$ cat src/rtl/if_stage_pkg.sv
// Shared definitions for the instruction-fetch stage: FSM encoding and reset/nop constants.
package if_stage_pkg;

  typedef enum logic [1:0] {
    RUN     = 2'd0,
    MISS    = 2'd1,
    MISS_RD = 2'd2
  } fetch_state_t;

  localparam logic [31:0] NOP_INST = 32'h0000_0000;
  localparam logic [31:0] RESET_PC = 32'h0000_0000;

endpackage

$ cat src/rtl/if_pc_sel.sv
// Redirect detection and target priority select (jr/jalr beats j/jal beats branch).
module if_pc_sel (
  input  logic        PCSrc,
  input  logic        Jump,
  input  logic        JumpR,
  input  logic [31:0] br_target,
  input  logic [31:0] j_target,
  input  logic [31:0] jr_target,
  output logic        redir,
  output logic [31:0] target
);

  assign redir = PCSrc | Jump | JumpR;

  always_comb begin
    target = br_target;
    if (JumpR) begin
      target = jr_target;
    end else if (Jump) begin
      target = j_target;
    end
  end

endmodule

$ cat src/rtl/if_stage.sv
// Instruction-fetch stage: pc register, I-cache request, miss/redirect FSM and IF/ID register.
module if_stage (
  input  logic        clk,
  input  logic        rst,
  output logic        ICACHE_ren,
  output logic [29:0] ICACHE_addr,
  input  logic [31:0] ICACHE_rdata,
  input  logic        ICACHE_stall,
  input  logic        stall_id,
  input  logic        PCSrc,
  input  logic        Jump,
  input  logic        JumpR,
  input  logic [31:0] br_target,
  input  logic [31:0] j_target,
  input  logic [31:0] jr_target,
  output logic [31:0] IFID_pc4,
  output logic [31:0] IFID_inst,
  output logic        IFID_valid,
  output logic [31:0] pc
);

  import if_stage_pkg::*;

  fetch_state_t state, state_n;
  logic [31:0]  pending, pending_n;
  logic [31:0]  pc_n, pc_plus4;
  logic [31:0]  pc4_n, inst_n;
  logic         valid_n;
  logic         redir, take_redir, bubble;
  logic [31:0]  target;

  if_pc_sel u_pc_sel (
    .PCSrc     (PCSrc),
    .Jump      (Jump),
    .JumpR     (JumpR),
    .br_target (br_target),
    .j_target  (j_target),
    .jr_target (jr_target),
    .redir     (redir),
    .target    (target)
  );

  assign pc_plus4    = pc + 32'd4;
  assign ICACHE_ren  = ~rst;
  assign ICACHE_addr = pc[31:2];
  // A load-use hazard means branch operands may be stale, so redirects are masked.
  assign take_redir  = redir & ~stall_id;

  always_comb begin
    state_n   = state;
    pending_n = pending;
    pc_n      = pc;
    pc4_n     = IFID_pc4;
    inst_n    = IFID_inst;
    valid_n   = IFID_valid;
    bubble    = 1'b0;
    case (state)
      RUN, MISS: begin
        if (ICACHE_stall) begin
          bubble = ~stall_id;
          if (take_redir) begin
            state_n   = MISS_RD;
            pending_n = target;
          end else begin
            state_n = MISS;
          end
        end else begin
          state_n = RUN;
          if (!stall_id) begin
            if (redir) begin
              pc_n   = target;
              bubble = 1'b1;
            end else begin
              pc_n    = pc_plus4;
              pc4_n   = pc_plus4;
              inst_n  = ICACHE_rdata;
              valid_n = 1'b1;
            end
          end
        end
      end
      MISS_RD: begin
        bubble = ~stall_id;
        if (take_redir) begin
          pending_n = target;
        end
        // The returned word belongs to the abandoned path; jump to the newest target instead.
        if (!ICACHE_stall) begin
          pc_n    = take_redir ? target : pending;
          state_n = RUN;
        end
      end
      default: begin
        state_n = RUN;
      end
    endcase
    if (bubble) begin
      pc4_n   = 32'd0;
      inst_n  = NOP_INST;
      valid_n = 1'b0;
    end
  end

  // IF/ID boundary
  always_ff @(posedge clk) begin
    if (rst) begin
      state      <= RUN;
      pending    <= 32'd0;
      pc         <= RESET_PC;
      IFID_pc4   <= 32'd0;
      IFID_inst  <= NOP_INST;
      IFID_valid <= 1'b0;
    end else begin
      state      <= state_n;
      pending    <= pending_n;
      pc         <= pc_n;
      IFID_pc4   <= pc4_n;
      IFID_inst  <= inst_n;
      IFID_valid <= valid_n;
    end
  end

endmodule

$ cat config.mk
export PLATFORM = sky130hd
export DESIGN_NAME = if_stage
export DESIGN_NICKNAME = d
export VERILOG_FILES = /design/src/rtl/if_stage_pkg.sv /design/src/rtl/if_pc_sel.sv /design/src/rtl/if_stage.sv
export SDC_FILE = /design/constraint.sdc
export NUM_CORES = 1
export LEC_CHECK = 0
export BUFFER_PORTS_ARGS = -buffer_cell sky130_fd_sc_hd__buf_2
export CAP_MARGIN = 30
export CORE_MARGIN = 4
export CORE_UTILIZATION = 40
export DETAILED_ROUTE_END_ITERATION = 12
export GPL_TIMING_DRIVEN = 1
export HOLD_SLACK_MARGIN = 0.06
export PLACE_DENSITY_LB_ADDON = 0.08
export SKIP_LAST_GASP = 1
export SLEW_MARGIN = 0
export SYNTH_ARGS = -nofsm -noshare
export SYNTH_HDL_FRONTEND = slang
export SYNTH_SLANG_ARGS = --single-unit
$ cat constraint.sdc
create_clock -name clk -period 2.86 [get_ports clk]
set_clock_uncertainty 0.15 [all_clocks]
set_input_delay 0 -clock clk [delete_from_list [all_inputs] [get_ports clk]]
set_output_delay 0 -clock clk [all_outputs]
set_load 0.01 [all_outputs]
==> flow_summary.toml <==
[status]
run_status = "complete, no violations"

[setup_path]
worst_setup_path_start_kind = "register"
crit_end = "pending[14]"
worstSetupPathType = "register to register"
r2r_cells = 6
slowest_stage = "sky130_fd_sc_hd__dlygate4sd3_1"
worst_r2r_startpoint = "state[1]"
worstSetupStartpoint = "state[1]"
rr_endpoint = "pending[14]"
crit_path_max_fanout = 18
critPathMaxStageDelay_ps = 550
endpoint_kind = "register"
regToRegSetupSlack_ps = 280
ordered_cell_list_for_the_critical_path = "nand2b_1 -> a211o_2 -> buf_4 -> nand2_1 -> a21oi_1 -> dlygate4sd3_1"
critPathArrivalTime_ps = 2730
worstPathRequired_ps = 3010

[global_route]
grt_start_max_net_pins = 67
grt_use_met1_pct = 31.6
grt_first_pass_wirelength_mm = 36.6
grt_use_met3_pct = 4.77
initial_antenna_violation_count = 0
global_route.peak_usage_layer = "met2"
globalRouteOverflowTotal = 0
groute.layer.met2.usage_pct = 36.7
grt_pass1_vias = 6857
grt_usage_pct = 23.1

[floorplanning]
die-area_um2 = 19100
initial_utilization_pct = 40.8
width_of_the_die_um = 138
placementRows = 47
die_y_um = 138
ioPinCount = 263
core_area_um2 = 16600

[detailed_routing]
drtPass1Iterations = 5
drcViolationCount = 0
routed_via_density = 5.08
drt_wl_total_mm = 22.4
antenna_left = 0
initialDrtViolationCount = 426
wire_per_inst_um = 15.9
detailroute.via_count = 7158

[clocking]
cts_num_sinks = 131
clock-root-buffer = "sky130_fd_sc_hd__clkbuf_16"
clk_path_buf_depth = 2
htree_levels = 4
tritoncts = "done"
postCtsSetupRepairBufs = 0
clock_pin_slew_worst_setup_and_hold_paths_ps = 60
insertion_delay_ps = 420
numCtsBuffers = 17

[placed_design]
routabilityCongestion = 0.859
hpwlAfterDp_mm = 15.7
io_buffers = 262

[timing]
whs_ps = 79.4
fin_setup_tns_ps = 0
timing.final.setup_violations = 0
finalHoldViolations = 0
rsz0062_at_grt = "false"
min_period_over_period_pct = 90.0
final_period_minus_worst_setup_slack_ps = 2580
max_slew_margin_pct = 45.2
tightest_slew_ps = 822
timing_max_transition_violations_final = 0
fmax_ghz = 0.388

[power]
power.leakage_nw = 4.14
power_w = 0.00482
power.ir.vdd_worst_uv = 402
pwr_density_cell_nw_per_um2 = 499

[synth]
synth.ff_latch_count = 131
postSynthNetCount = 1005
synth-edff-count = 0
synthesis.instances = 869
postSynth.asyncResetShare_pct = 0
synthDistinctLibCells = 61
netlist_area_um2 = 6800
synth-seq-area-share_pct = 38.6
synth_warnings = 0
synth_ff_type = "sky130_fd_sc_hd__dfxtp_1"
synthesis.area_per_instance_um2 = 7.82

[cells_and_area]
post_route_cells_drive_above_1_share_pct = 29.4
antenna_cells_inserted = 0
syn_to_final_growth_pct = 42.1
final_common_cell = "sky130_fd_sc_hd__buf_2"
layout_common_cells = "sky130_fd_sc_hd__buf_2, sky130_fd_sc_hd__nand2_1, sky130_fd_sc_hd__dfxtp_1, sky130_fd_sc_hd__dlygate4sd3_1, sky130_fd_sc_hd__a21oi_1"
fillCellCount = 1576
layout.nets = 1312

[flow_run]
reported_max_cap_violation_count = 0

[min_path]
hp-start = "br_target[10]"
hold_path_class = "input port to register"
## worst max-delay path, delay by kind of cell (launching register included)
family,cells,cell delay (ps)
AND/OR/NAND/NOR,2,390
buffers and inverters,2,810
flip-flops,1,500
AO/OA/AOI/OAI,2,590
## worst min-delay path by stage
stage                                to  slack [ps]  depth (start not counted)
after floorplan            IFID_inst[0]         -10                          2
after global placement     IFID_inst[2]         100                          3
after detailed placement  IFID_inst[27]         100                          3
after CTS                   pending[10]          60                          5
after global routing        pending[10]          90                          5
final                       pending[10]          80                          5
## stage by stage
step	cells	util, %	instance area, µm²	worst slack (ps)
floorplan	869	-	6800	756
global placement	1276	48.5	8080	501
detailed placement	1277	48.7	8100	577
CTS	1409	58.0	9660	119
global route	1409	58.0	9660	135
finish	1409	58.0	9660	285
## synth_stat cells, types with 8 or more instances
| cell | n | area, µm² |
|---|---|---|
| sky130_fd_sc_hd__nand3_1 | 14 | 70.1 |
| sky130_fd_sc_hd__xnor2_1 | 16 | 140 |
| sky130_fd_sc_hd__nand2_1 | 185 | 694 |
| sky130_fd_sc_hd__o22ai_1 | 13 | 81.3 |
| sky130_fd_sc_hd__clkbuf_1 | 38 | 143 |
| sky130_fd_sc_hd__a21oi_1 | 85 | 425 |
| sky130_fd_sc_hd__nor2_1 | 48 | 180 |
| sky130_fd_sc_hd__inv_1 | 13 | 48.8 |
| sky130_fd_sc_hd__dfxtp_1 | 131 | 2620 |
| sky130_fd_sc_hd__buf_4 | 33 | 248 |
| sky130_fd_sc_hd__nand4_1 | 8 | 50.1 |
| sky130_fd_sc_hd__o21ai_0 | 53 | 265 |
| sky130_fd_sc_hd__a211oi_1 | 30 | 225 |
| sky130_fd_sc_hd__buf_2 | 23 | 115 |
| sky130_fd_sc_hd__nor3_1 | 12 | 60.1 |
| sky130_fd_sc_hd__and3_1 | 9 | 56.3 |
| sky130_fd_sc_hd__a221oi_1 | 8 | 70.1 |
| sky130_fd_sc_hd__mux2i_1 | 33 | 330 |
## report_power, final
part | leakage, nW | switching (W) | internal [W]
registers | 1.06 | 0.0000860 | 0.00189
clock network | 0.250 | 0.000855 | 0.00120
logic | 2.83 | 0.000407 | 0.000389
total | 4.14 | 0.00135 | 0.00348
## timing repair
item / CTS / global route
hold buffers: 100 / 0
gates resized for setup: 0 / 1
hold endpoints to repair: 86 / 0
endpoints found under the setup margin: 0 / 1
## flip-flops by register name, indices dropped and copies added (netlist names)
| signal | flops |
|---|---|
| pending | 32 |
| IFID_inst | 32 |
| pc | 32 |
| state | 2 |
| IFID_valid | 1 |
| IFID_pc4 | 32 |
## final cells by class
class	instances	area (µm²)	share of cell area (%)
inverter	13	48.8	0.505
tap	220	275	2.85
multi-input combinational	623	3600	37.3
sequential	131	2620	27.2
clock inverter	15	135	1.40
clock buffer	17	425	4.40
timing repair buffer	390	2550	26.4
## logic make-up after synthesis
group	after synthesis	synth area share [%]
AND/OR/NAND/NOR	315	21.0
AO/OA/AOI/OAI	251	23.7
flip-flops	131	38.6
buffers and inverters	115	8.61
multiplexers	34	5.02
XOR/XNOR	22	2.83
adder cells (fa/ha/maj)	1	0.184
## routing by layer
metal / share of wire [%] / wire length [µm]
met3: 6.3 / 1410
met5: 0 / 0
met1: 47 / 10500
met4: 1.5 / 327
met2: 45 / 10200
No activity file was read; power rests on OpenSTA's default activity.
